===== config.mk =====
export PLATFORM = sky130hd
export DESIGN_NAME = ex_div_flat
export DESIGN_NICKNAME = d
export VERILOG_FILES = /design/src/rtl/ex_div_if.sv /design/src/rtl/ex_div.sv /design/src/flat_wrapper.sv
export SDC_FILE = /design/constraint.sdc
export NUM_CORES = 1
export LEC_CHECK = 0
export ABC_AREA = 0
export CAP_MARGIN = 20
export CORE_ASPECT_RATIO = 1.2
export CORE_UTILIZATION = 53
export CTS_CLUSTER_DIAMETER = 60
export DETAILED_ROUTE_END_ITERATION = 7
export PLACE_DENSITY = 0.76
export SYNTH_ARGS = -nofsm -noshare
export SYNTH_HDL_FRONTEND = slang
export SYNTH_SLANG_ARGS = --single-unit

===== constraint.sdc =====
create_clock -name clk -period 4.6 [get_ports clk]
set_input_delay 0.92 -clock clk [delete_from_list [all_inputs] [get_ports clk]]
set_output_delay 0.92 -clock clk [all_outputs]
set_load 0.005 [all_outputs]

===== src/rtl/ex_div_if.sv =====
// Handshake bundle between the execute stage and the multi-cycle divider.
// The master is the execute stage; the slave is ex_div.
interface ex_div_if #(
  parameter int WIDTH = 32
);
  logic               start;
  logic               annul;
  logic               signed_op;
  logic [WIDTH-1:0]   dividend;
  logic [WIDTH-1:0]   divisor;
  logic [2*WIDTH-1:0] result;
  logic               ready;
  logic               busy;
  logic               div_zero;

  modport master (
    output start, annul, signed_op, dividend, divisor,
    input  result, ready, busy, div_zero
  );

  modport slave (
    input  start, annul, signed_op, dividend, divisor,
    output result, ready, busy, div_zero
  );
endinterface


===== src/rtl/ex_div.sv =====
// Restoring radix-2 divider for div/divu; result is {remainder, quotient}.
// Optional macro EX_DIV_EARLY_TERM_EN short-cuts |dividend| < |divisor|.
module ex_div #(
  parameter int WIDTH = 32
) (
  input  logic    clk,
  input  logic    rst,
  ex_div_if.slave bus
);
  localparam int CW = $clog2(WIDTH) + 1;

  typedef enum logic [1:0] {S_IDLE, S_ZERO, S_ON, S_END} state_t;

  state_t             state;
  logic [2*WIDTH:0]   work;
  logic [WIDTH-1:0]   div_mag;
  logic [CW-1:0]      cnt;
  logic               q_neg;
  logic               r_neg;
  logic               early;

  logic               a_neg;
  logic               b_neg;
  logic [WIDTH-1:0]   a_mag;
  logic [WIDTH-1:0]   b_mag;
  logic [2*WIDTH:0]   shifted;
  logic [WIDTH:0]     diff;
  logic [2*WIDTH:0]   work_step;
  logic [WIDTH-1:0]   q_fix;
  logic [WIDTH-1:0]   r_fix;

  // NOTE: every always_comb output gets a value on every path so no latch is inferred.
  always_comb begin
    a_neg     = bus.signed_op & bus.dividend[WIDTH-1];
    b_neg     = bus.signed_op & bus.divisor[WIDTH-1];
    a_mag     = a_neg ? -bus.dividend : bus.dividend;
    b_mag     = b_neg ? -bus.divisor  : bus.divisor;
    shifted   = {work[2*WIDTH-1:0], 1'b0};
    diff      = shifted[2*WIDTH:WIDTH] - {1'b0, div_mag};
    work_step = diff[WIDTH] ? shifted : {diff, shifted[WIDTH-1:1], 1'b1};
    q_fix     = q_neg ? -work[WIDTH-1:0]       : work[WIDTH-1:0];
    r_fix     = r_neg ? -work[2*WIDTH-1:WIDTH] : work[2*WIDTH-1:WIDTH];
  end

  assign bus.busy = (state == S_ON) || (state == S_ZERO);

`ifndef EX_DIV_EARLY_TERM_EN
  assign early = 1'b0;
`endif

  // NOTE: sequential state uses non-blocking assignments only, so every register sees pre-edge values.
  always_ff @(posedge clk or negedge rst) begin
    if (!rst) begin
      state        <= S_IDLE;
      work         <= '0;
      div_mag      <= '0;
      cnt          <= '0;
      q_neg        <= 1'b0;
      r_neg        <= 1'b0;
      bus.result   <= '0;
      bus.ready    <= 1'b0;
      bus.div_zero <= 1'b0;
`ifdef EX_DIV_EARLY_TERM_EN
      early        <= 1'b0;
`endif
    end else begin
      case (state)
        S_IDLE: begin
          if (bus.start && !bus.annul) begin
            work    <= {{(WIDTH+1){1'b0}}, a_mag};
            div_mag <= b_mag;
            q_neg   <= a_neg ^ b_neg;
            r_neg   <= a_neg;
            cnt     <= '0;
`ifdef EX_DIV_EARLY_TERM_EN
            early   <= 1'b0;
`endif
            if (bus.divisor == '0) begin
              state <= S_ZERO;
`ifdef EX_DIV_EARLY_TERM_EN
            end else if (a_mag < b_mag) begin
              // Remainder is the raw dividend, parked in the working register.
              work  <= {{(WIDTH+1){1'b0}}, bus.dividend};
              early <= 1'b1;
              state <= S_ZERO;
`endif
            end else begin
              state <= S_ON;
            end
          end
        end

        S_ZERO: begin
          if (bus.annul) begin
            state <= S_IDLE;
          end else begin
            state        <= S_END;
            bus.result   <= early ? {work[WIDTH-1:0], {WIDTH{1'b0}}} : '0;
            bus.ready    <= 1'b1;
            bus.div_zero <= !early;
          end
        end

        S_ON: begin
          if (bus.annul) begin
            state <= S_IDLE;
            cnt   <= '0;
          end else if (cnt == CW'(WIDTH)) begin
            // All WIDTH steps done; this extra edge applies the sign fix-up.
            state        <= S_END;
            bus.result   <= {r_fix, q_fix};
            bus.ready    <= 1'b1;
            bus.div_zero <= 1'b0;
          end else begin
            work <= work_step;
            cnt  <= cnt + 1'b1;
          end
        end

        S_END: begin
          if (!bus.start) begin
            state        <= S_IDLE;
            bus.result   <= '0;
            bus.ready    <= 1'b0;
            bus.div_zero <= 1'b0;
          end
        end

        default: state <= S_IDLE;
      endcase
    end
  end
endmodule

===== src/flat_wrapper.sv =====
// flat-port wrapper written by rule: the top's interface ports become plain ports
module ex_div_flat 
#(
  parameter int WIDTH = 32
)
  (clk, rst, bus_start, bus_annul, bus_signed_op, bus_dividend, bus_divisor, bus_result, bus_ready, bus_busy, bus_div_zero);
  ex_div_if #(.WIDTH(WIDTH)) bus_i ();
  input  logic clk;
  input  logic rst;
  input wire logic [$bits(bus_i.start)-1:0] bus_start;
  input wire logic [$bits(bus_i.annul)-1:0] bus_annul;
  input wire logic [$bits(bus_i.signed_op)-1:0] bus_signed_op;
  input wire logic [$bits(bus_i.dividend)-1:0] bus_dividend;
  input wire logic [$bits(bus_i.divisor)-1:0] bus_divisor;
  output wire logic [$bits(bus_i.result)-1:0] bus_result;
  output wire logic [$bits(bus_i.ready)-1:0] bus_ready;
  output wire logic [$bits(bus_i.busy)-1:0] bus_busy;
  output wire logic [$bits(bus_i.div_zero)-1:0] bus_div_zero;
  assign bus_i.start = bus_start;
  assign bus_i.annul = bus_annul;
  assign bus_i.signed_op = bus_signed_op;
  assign bus_i.dividend = bus_dividend;
  assign bus_i.divisor = bus_divisor;
  assign bus_result = bus_i.result;
  assign bus_ready = bus_i.ready;
  assign bus_busy = bus_i.busy;
  assign bus_div_zero = bus_i.div_zero;
  ex_div #(.WIDTH(WIDTH)) u_core (.clk(clk), .rst(rst), .bus(bus_i));
endmodule

Word-level counts from Yosys, hierarchy flattened
Index checks and enable logic that the tools add are counted.
- $add $sub $neg: 6
- equal/unequal tests: 12
- mux-type cells: 33
- bitwise logic cells: 3
- reductions and logical operators: 12
- operators by type and width (kind ; number):
    $mux 64 ; 8
    $pmux 64 s3 ; 1
    $mux 32 ; 4
    $neg 32->32 ; 4
    $pmux 64 s2 ; 1
    $sub 33x32->33 ; 1
    $logic_not 32->1 ; 1
    $mux 6 ; 3
    $mux 2 ; 6
    $pmux 6 s2 ; 1
    $ne 2x2->1 const B ; 5
    $pmux 2 s4 ; 1
    $add 6x1->6 const B ; 1
    $eq 6x6->1 const B ; 1
    $mux 1 ; 6
    $ne 3x3->1 const B ; 2
    $pmux 1 s3 ; 2
    $reduce_and 3->1 ; 2
    $reduce_and 5->1 ; 1
    $eq 2x2->1 const B ; 2
    $reduce_and 4->1 ; 1
    $reduce_bool 3->1 ; 1
    $and 1x1->1 ; 2
    $eq 2x1->1 const B ; 1
    other kinds (8) ; 8
- bits in registers: 172
- bits of input ports: 69
- output and inout port bits: 67

Depth between registers and ports, before layout
- word-level depth: 5
- mapped depth: 13
- gate-level depth less buffers: 11

Least setup slack after synthesis
No wires, ideal clock.
- kind: input-to-reg
- start point: in bus_divisor[1]
- end point: reg u_core.div_mag[29]
- setup time: 133 ps
- data arrival time: 3132 ps
- data required time: 4467 ps
- setup slack: 1335 ps
- cell stages on the path: 9
- cells stage by stage: or4_1 > or4_1 > clkbuf_1 > nor3_2 > nand2_1 > or3_1 > o31ai_1 > xor2_1 > o21ai_0
- cells in the longest elaborated chain, start to end: 2
- ends and longest elaborated chain (element ; RTL line ; source):
    from (decl) ; flat_wrapper.sv:14 ; input wire logic [$bits(bus_i.divisor)-1:0] bus_divisor;
    $neg 32->32 ; ex_div.sv:37 ; b_mag = b_neg ? -bus.divisor : bus.divisor;
    $mux 32 ; ex_div.sv:37 ;
    to (signal assigned) ; ex_div.sv:71 ; div_mag <= b_mag;
    to (decl) ; ex_div.sv:16 ; logic [WIDTH-1:0] div_mag;
Every way passes these cells.
A chain may end at the register's enable or synchronous reset.

Worst setup path in the final report
- start point: reg u_core.work[31]
- end point: reg u_core.work[59]
- cells in the longest elaborated chain, start to end: 5
- ends and longest elaborated chain (element ; RTL line ; source):
    from (decl) ; ex_div.sv:15 ; logic [2*WIDTH:0] work;
    from (signal assigned) ; ex_div.sv:70 ; work <= {{(WIDTH+1){1'b0}}, a_mag};
    from (signal assigned) ; ex_div.sv:115 ; work <= work_step;
    $sub 33x32->33 ; ex_div.sv:39 ; diff = shifted[2*WIDTH:WIDTH] - {1'b0, div_mag};
    $mux 64 ; ex_div.sv:40 ; work_step = diff[WIDTH] ? shifted : {diff, shifted[WIDTH-1:1], 1'b1};
    $mux 64 ; ex_div.sv:108 ; end else if (cnt == CW'(WIDTH)) begin
    $mux 64 ; ex_div.sv:105 ; if (bus.annul) begin
    $pmux 64 s2 ; ex_div.sv:67 ; case (state)
Every way passes these cells. The select of a mux whose other input is x is not followed.

==> flow_summary.ini <==
[outcome]
status = complete, no violations

[run]
max_cap_viol_count = 0

[sta]
hold_viol_final = 0
period_share_pct = 78.9
tns_ns = 0
fmax_ghz = 0.275
max_slew_margin_pct = 31.8
tightest_slew_ns = 1.02
setup_viol = 0
post-route-min-period_ns = 3.63
finalMaxSlewViolations = 0
setup_slack_ns = 0.969
rsz0062_at_grt = false
skew_ns = 0.0117

[place]
place_congestion = 0.933
numPortBuffers = 135
place_inst = 1781
dp_slack_ns = 0.516
dp_hpwl_um = 21400

[routing]
drt_iter0_markers = 716
route.detailed.wl_per_inst_um = 16.2
via_count = 10700
ant_nets = 0
drc = 0
vias_per_cell = 5.90
routed_wl_um = 29400
dr.pass1.iters = 6

[synthesis]
yosys_register_bits = 172
seq_area_frac_synth_pct = 36.6
synth-async-reset-ratio_pct = 100
synth_edf_count = 0
avgSynthCellArea_um2 = 8.17
syn_inst = 1439
synth_flop_cell = dfrtp_1
yosysWarningCount = 0
synth_cell_type_count = 62
synth_fp_nets = 1551
syn_area_mm2 = 0.0118

[floorplan]
dieWidth_um = 138
die_area_mm2 = 0.0228
ios = 136
row_count = 59
core_region_area_mm2 = 0.0217
start_util_pct = 54.2
die_h_um = 165

[clocking]
clkTransAtPathRegs_ns = 0.07
cts_buffer_depth = 2
cts_tree = yes
cts_resized = 0
h-tree-depth = 4
cts_setup_buffers = 0
clock_latency_ns = 0.44
clkSinkCount = 172
ctsHoldBuffers = 0
cts_buffers = 17
cts-root-buf = clkbuf_16

[pwr]
finalPower_uw = 10000
power_density_mw_per_mm2 = 719
vdd_drop_max_mv = 0.342
p_leak_uw = 0.00581

[grt]
antenna_found_initial = 0
grt_max_degree = 104
grt_overflow = 0
grtUsageTotal_pct = 26.5
grt_pass1_vias = 9814
grt_pass1_wl_um = 47900

[cells_and_area]
num_antenna_cells = 0
drive_gt1_share_pct = 4.55
fin_nets = 1638
stdcell_count = 1813
seqCellArea_mm2 = 0.00430
syn2layout_area_growth_pct = 18.6
fillers = 1930
multiInputGateArea_mm2 = 0.00698

[min_path]
hp-class = flop to flop

[setup_path]
worstPathArrival_ns = 3.94
required_ns = 4.91
critPathKind = flop to flop
path_max_fanout = 6
crit_path_start_kind = flop
crit_path_end_kind = flop
[synthesized netlist by cell type (5+ instances only)]
cell type / count / share of area [%]
a211oi_1: 5 / 0.32
a21o_1: 15 / 0.96
a21oi_1: 74 / 3.2
a31oi_1: 6 / 0.32
and2_1: 7 / 0.37
buf_1: 9 / 0.29
clkbuf_1: 72 / 2.3
dfrtp_1: 172 / 37
ha_1: 42 / 4.5
inv_1: 52 / 1.7
mux2i_1: 12 / 1.0
nand2_1: 267 / 8.5
nand2b_1: 18 / 0.96
nand3_1: 18 / 0.77
nand3b_1: 6 / 0.38
nand4_1: 12 / 0.64
nor2_1: 81 / 2.6
nor2b_1: 5 / 0.27
nor3_1: 16 / 0.68
nor3b_1: 5 / 0.32
nor4_1: 8 / 0.43
o211ai_1: 33 / 2.1
o21ai_0: 162 / 6.9
o21ai_1: 5 / 0.21
o31ai_1: 58 / 3.7
o41a_1: 5 / 0.48
o41ai_1: 16 / 1.2
or2_2: 5 / 0.27
or3_1: 24 / 1.3
or4_1: 44 / 2.8
xnor2_1: 39 / 2.9
xor2_1: 100 / 7.4
[placed cells by master, fill, tap and decap left out, types with 15 or more instances in the layout]
| cell | Yosys | routed |
|---|---|---|
| nand2_1 | 267 | 267 |
| a21o_1 | 15 | 15 |
| a21oi_1 | 74 | 74 |
| o211ai_1 | 33 | 33 |
| nor2_1 | 81 | 81 |
| o41ai_1 | 16 | 16 |
| nand2b_1 | 18 | 18 |
| xor2_1 | 100 | 100 |
| clkbuf_16 | 0 | 17 |
| ha_1 | 42 | 41 |
| xnor2_1 | 39 | 39 |
| nand3_1 | 18 | 17 |
| o21ai_0 | 162 | 162 |
| clkdlybuf4s50_1 | 0 | 134 |
| or4_1 | 44 | 44 |
| dfrtp_1 | 172 | 172 |
| inv_1 | 52 | 52 |
| o31ai_1 | 58 | 58 |
| or3_1 | 24 | 24 |
[flip-flops by register name (all words and copies together), names as in the netlist]
signal,cells
u_core.bus.result,64
u_core.work,64
u_core.div_mag,32
u_core.cnt,6
u_core.state,2
u_core.bus.div_zero,1
u_core.bus.ready,1
u_core.q_neg,1
u_core.r_neg,1
[logic make-up (layout without fill, tap and decap cells)]
family,Yosys count,after routing,share of synthesized area (%)
mux,15,15,1.31
buf+inv,136,236,4.36
xor+xnor,139,139,10.4
simple gates,526,526,21.0
flops,172,172,36.6
compound gates,408,408,21.7
fa+ha+maj,43,43,4.64
[per-stage QoR]
step | util (%) | cell area (µm²) | hold WS [ns]
after floorplan | - | 11800 | 0.450
after global placement | 61.4 | 13300 | 0.461
after detailed placement | 61.4 | 13300 | 0.469
after CTS | 64.2 | 13900 | 0.485
after global routing | 64.2 | 13900 | 0.500
final | 64.2 | 13900 | 0.477
[layer usage]
metal  track usage, %  part of all wire (%)
met1             36.6                    45
met4             7.66                   1.4
met3             3.51                   6.1
met5                0                     0
met2             43.3                    47
[power by group]
part	internal, µW	leakage, µW	total, µW	switching [µW]
combinational	2380	0.00327	5720	3340
sequential	2110	0.00223	2790	682
clock	885	0.000305	1520	637
total	5370	0.00581	10000	4660
[layout make-up]
class	count	area share, %
clock inverter	13	1.29
tap	274	2.46
clock buffer	19	3.18
timing repair buffer	151	10.7
inverter	53	1.43
sequential	172	30.9
multi-input combinational	1131	50.0
[worst max-delay path: stages (launching register included)]
cell and delay [ns]:
dfrtp_1 0.36, inv_1 0.15, ha_1 0.21, fa_1 0.19, nand2b_1 0.15, a21oi_1 0.11
o21ai_1 0.33, a21oi_1 0.21, or4_1 0.59, a41oi_1 0.63, a311oi_1 0.20, a221o_1 0.38
[worst paths after layout]
| path | from | endpoint | slack (ns) | cells past startpoint |
|---|---|---|---|---|
| setup / recovery | u_core.work[31] | u_core.work[59] | 0.97 | 11 |
| hold / removal | u_core.bus.result[17] | u_core.bus.result[17] | 0.48 | 2 |
| setup reg to reg | u_core.work[31] | u_core.work[59] | 0.97 | 11 |
| hold reg to reg | u_core.bus.result[17] | u_core.bus.result[17] | 0.48 | 2 |
| max in group asynchronous | rst | u_core.bus.result[60] | 3.09 | 2 |
| min in group asynchronous | rst | u_core.bus.result[12] | 0.59 | 1 |
Note: power is estimated with default switching activity, not from simulation.
